`config.mk`:
```
export PLATFORM = sky130hd
export DESIGN_NAME = rand_buffer
export DESIGN_NICKNAME = d
export VERILOG_FILES = /design/src/rtl/rand_buffer.sv
export SDC_FILE = /design/constraint.sdc
export NUM_CORES = 1
export LEC_CHECK = 0
export BUFFER_PORTS_ARGS = -buffer_cell sky130_fd_sc_hd__buf_4
export CAP_MARGIN = 40
export CORE_ASPECT_RATIO = 0.7
export CORE_MARGIN = 2
export CORE_UTILIZATION = 35
export DETAILED_ROUTE_END_ITERATION = 10
export PLACE_DENSITY = 0.51
export SETUP_SLACK_MARGIN = 0.05
export SLEW_MARGIN = 10
export SYNTH_ARGS = -nofsm -noshare
export SYNTH_HDL_FRONTEND = slang
export SYNTH_SLANG_ARGS = --single-unit
```
`constraint.sdc`:
```
create_clock -name clk -period 8.9 [get_ports clk]
set_clock_uncertainty 0.05 [all_clocks]
set_input_delay 0.89 -clock clk [delete_from_list [all_inputs] [get_ports clk]]
set_output_delay 0.89 -clock clk [all_outputs]
set_load 0.1 [all_outputs]
```
`src/rtl/rand_buffer.sv`:
```
// Buffers random words from the upstream generator in a small FWFT FIFO.
// The head word is also exposed as a threshold hit and as an index scaled into [0, range).
module rand_buffer #(
  parameter int unsigned DEPTH = 8,
  parameter int unsigned WIDTH = 32
) (
  input  logic                     clk,
  input  logic                     rst,
  input  logic [WIDTH-1:0]         rand_in,
  input  logic                     rand_strobe,
  input  logic                     out_ready,
  input  logic [WIDTH-1:0]         prob_thresh,
  input  logic [15:0]              range,
  output logic                     out_valid,
  output logic [WIDTH-1:0]         out_data,
  output logic                     out_hit,
  output logic [15:0]              out_idx,
  output logic [$clog2(DEPTH):0]   level,
  output logic [7:0]               drop_cnt
);

  localparam int unsigned AW = $clog2(DEPTH);
  localparam int unsigned LW = AW + 1;

  logic [WIDTH-1:0] mem [DEPTH];
  logic [AW-1:0]    wr_ptr;
  logic [AW-1:0]    rd_ptr;
  logic             full;
  logic             push;
  logic             pop;
  logic             drop;
  logic [LW-1:0]    level_next;
  logic [31:0]      prod;

  // Handshake decode; a full FIFO still accepts a word when the head leaves this cycle.
  always_comb begin
    full       = (level == LW'(DEPTH));
    pop        = out_valid & out_ready;
    push       = rand_strobe & (~full | pop);
    drop       = rand_strobe & full & ~pop;
    level_next = level;
    if (push && !pop) begin
      level_next = level + LW'(1);
    end else if (pop && !push) begin
      level_next = level - LW'(1);
    end
  end

  always_ff @(posedge clk or negedge rst) begin
    if (!rst) begin
      wr_ptr    <= '0;
      rd_ptr    <= '0;
      level     <= '0;
      out_valid <= 1'b0;
      drop_cnt  <= '0;
    end else begin
      if (push) wr_ptr <= wr_ptr + AW'(1);
      if (pop)  rd_ptr <= rd_ptr + AW'(1);
      level     <= level_next;
      out_valid <= (level_next != '0);
      if (drop && drop_cnt != 8'hFF) drop_cnt <= drop_cnt + 8'd1;
    end
  end

  // Storage is not reset; it is hidden behind out_valid.
  always_ff @(posedge clk) begin
    if (push) mem[wr_ptr] <= rand_in;
  end

  // Head-word views: FWFT data, threshold compare and multiply-shift range scaling.
  always_comb begin
    out_data = mem[rd_ptr];
    out_hit  = (out_data < prob_thresh);
    prod     = 32'(out_data[WIDTH-1 -: 16]) * 32'(range);
    out_idx  = 16'(prod >> 16);
  end

endmodule

```
==> out/summary.txt <==
Slew HR -> 0.457
Setup crit end -> out_idx[8]
Max Fclk -> 116 MHz
final hold vios -> 0
Post-DRT Antenna Nets -> 0
vias per std cell -> 4.97
critical path peak fanout -> 18
TNS Setup -> 0 ps
die width -> 289 um
Synth Register Bits -> 275
Layout area overhead -> 17.2%
Pins Over Slew Limit -> 0
iteration-0 DRC count of the detailed router -> 758
number of clock sinks -> 275
ys async rst share -> 0.0691
Max clock buf depth -> 3
register area share after synthesis -> 0.410
Worst EP arrival -> 7680 ps
drt wl/cell -> 19.8 um
CTS Hold Bufs -> 0
CP Class -> flip-flop to primary output
routed wire length -> 49,900 um
Worst setup SP type -> flip-flop
global placement routability congestion -> 0.887
GRT Overall Usage -> 0.175
fin cells -> 2,517
Via Count -> 12,500
initial antenna violation count -> 1
H-tree depth -> 1
die height -> 203 um
clock buffer count from CTS -> 25
Max Cap Viol -> 0
synthesized netlist cell count -> 1,580
clock transition at the registers of the reported paths -> 60 ps
critical path capture point type -> primary output
CTS tree -> done
Ports -> 146
Worst Max-Slew Pin Slew -> 814 ps
largest net degree at the start of global routing -> 33
CP required -> 7960 ps
count of final setup violators -> 0
Tmin final -> 8620 ps
Post-synth EDFFs -> 256
Netlist Area Pre-Place -> 19,900 um2
Fillers -> 5,331
RSZ-0062 raised after global routing -> false
number of remaining DRC errors -> 0
layout cells sized above 1 -> 0.215
die area -> 58,800 um2
Multi-input gate area -> 10,800 um2
first-pass GRT wire length -> 79,200 um
r2r setup slk -> 6260 ps
worst hold path type -> primary input to asynchronous set/reset pin
RR Startpoint -> level[0]$_DFF_PN0_
register area -> 8170 um2
post-synth net total -> 1,995
Synth cell types -> 63
gr ovfl total -> 0
Yosys warnings -> 0
CP startpoint -> rd_ptr[0]$_DFFE_PN0P_
Mean Syn Cell Area -> 12.6 um2
Core Box Area -> 56,400 um2
Initial Util -> 0.352
input/output buffers -> 145
TritonRoute pass-1 iters -> 5
placed instance count -> 2,457
row count -> 73
Final Cycle Share -> 0.968
Worst-Skew Late Latency -> 530 ps
vias in the first global route -> 13,600
FF-to-FF path depth -> 8
Layout Nets -> 2,164
Synth Flop Type -> edfxtp_1
Post-Route Utilization -> 0.413
Root Buffer -> clkbuf_16
status -> finished, final reports clean
post-DP HPWL -> 35,800 um
worst reg2reg path endpoint -> mem[3][24]$_DFFE_PP_
## area by class of cell
cell class / count / area share
well taps: 750 / 0.0403
clock inverters: 17 / 0.00591
inverters: 273 / 0.0440
diodes: 1 / 0.000107
repair buffers: 198 / 0.0688
flip-flops and latches: 275 / 0.351
multi-input cells: 976 / 0.463
clock buffers: 27 / 0.0272
## timing repair
| item | CTS | global route |
|---|---|---|
| pin swaps | 0 | 4 |
| setup buffers | 5 | 9 |
| cloned | 0 | 1 |
| resized for setup | 8 | 44 |
| setup endpoints to repair | 13 | 15 |
## sequential cells by signal (all words and copies together), names as in the netlist
name / cells
wr_ptr: 3
mem: 256
out_valid: 1
level: 4
rd_ptr: 3
drop_cnt: 8
## worst min path at each step
| stage | to | slack [ps] |
|---|---|---|
| finish | drop_cnt[4]$_DFFE_PN0P_ | 180 |
| global route | drop_cnt[4]$_DFFE_PN0P_ | 170 |
| CTS | drop_cnt[4]$_DFFE_PN0P_ | 160 |
| detailed placement | drop_cnt[6]$_DFFE_PN0P_ | 440 |
| global placement | drop_cnt[6]$_DFFE_PN0P_ | 430 |
| floorplan | wr_ptr[0]$_DFFE_PN0P_ | 440 |
## cells in the mapped netlist, types with 3 or more instances
cell type,number,area [um2]
nor2b_1,6,37.5
nor3_1,10,50.1
clkbuf_1,44,165
ha_1,138,1730
mux2_1,3,33.8
mux2_2,33,372
edfxtp_1,256,7690
xor2_1,12,105
nor2_1,28,105
fa_1,193,3860
and2_1,124,776
mux2i_1,7,70.1
buf_1,6,22.5
dfrtp_1,19,475
mux4_2,60,1350
a2111oi_0,4,35.0
or2_2,5,31.3
and3_1,5,31.3
a31oi_1,3,18.8
o21a_1,5,37.5
a21o_1,22,165
buf_2,4,20.0
nand3_1,11,55.1
nand4_1,12,75.1
o2111ai_1,3,26.3
a21oi_1,39,195
xnor2_1,17,149
o21bai_1,6,45.0
o21ai_0,19,95.1
inv_1,273,1020
o211ai_1,3,22.5
a211oi_1,3,22.5
nand2_1,168,631
## per-stage QoR
| stage | cell area [um2] | worst slack [ps] | hold slack (ps) |
|---|---|---|---|
| 2_1_floorplan | 20000 | 65.7 | 440 |
| 3_3_place_gp | 22200 | 294 | 434 |
| 3_5_place_dp | 22200 | 279 | 436 |
| 4_1_cts | 23000 | 48.1 | 161 |
| 5_1_grt | 23300 | 16.8 | 169 |
| 6_report | 23300 | 285 | 180 |
## placed cells by master, fill, tap and decap left out, types with 12 or more instances in the layout
master,n
buf_4,184
mux2_2,22
edfxtp_1,256
nand4_1,12
dfrtp_1,16
clkbuf_16,26
and2_1,124
mux4_2,60
ha_1,135
a21o_1,22
o21ai_0,13
nand2_1,168
xnor2_1,12
fa_1,193
a21oi_1,34
inv_1,273
nor2_1,22
mux2_4,12
## metal layers
metal / vias to the layer above / track usage / part of all wire
li1: 5672 / - / -
met1: 6509 / 0.266 / 0.49
met2: 278 / 0.275 / 0.45
met3: 45 / 0.0228 / 0.045
met4: 0 / 0.0252 / 0.015
met5: - / 0 / 0
## critical path: stages, from the launching register on
cell      delay [ps]
dfrtp_4          520
buf_4            150
buf_4            200
mux4_2           520
mux2_4           390
and2_1           220
fa_1             480
inv_1             50
fa_1             530
inv_1             50
fa_1             440
fa_1             400
fa_1             520
inv_1             50
fa_1             480
inv_1             40
ha_2             400
nand2_1          160
nor3_1           490
nand2_1          110
o311ai_1         440
xor2_2           160
buf_4            300
## kinds of logic (layout without fill, tap and decap cells)
logic type,Yosys count,after routing,synth area share
mux,104,104,0.0926
xor+xnor,29,29,0.0128
compound gates,128,128,0.0431
simple gates,384,384,0.0970
buf+inv,329,515,0.0629
other cells,0,1,0
flops,275,275,0.410
fa+ha+maj,331,331,0.281
Power is left out: the tool's default activity adds up to more than one toggle a clock period on the data nets, which glitch-free logic cannot reach.
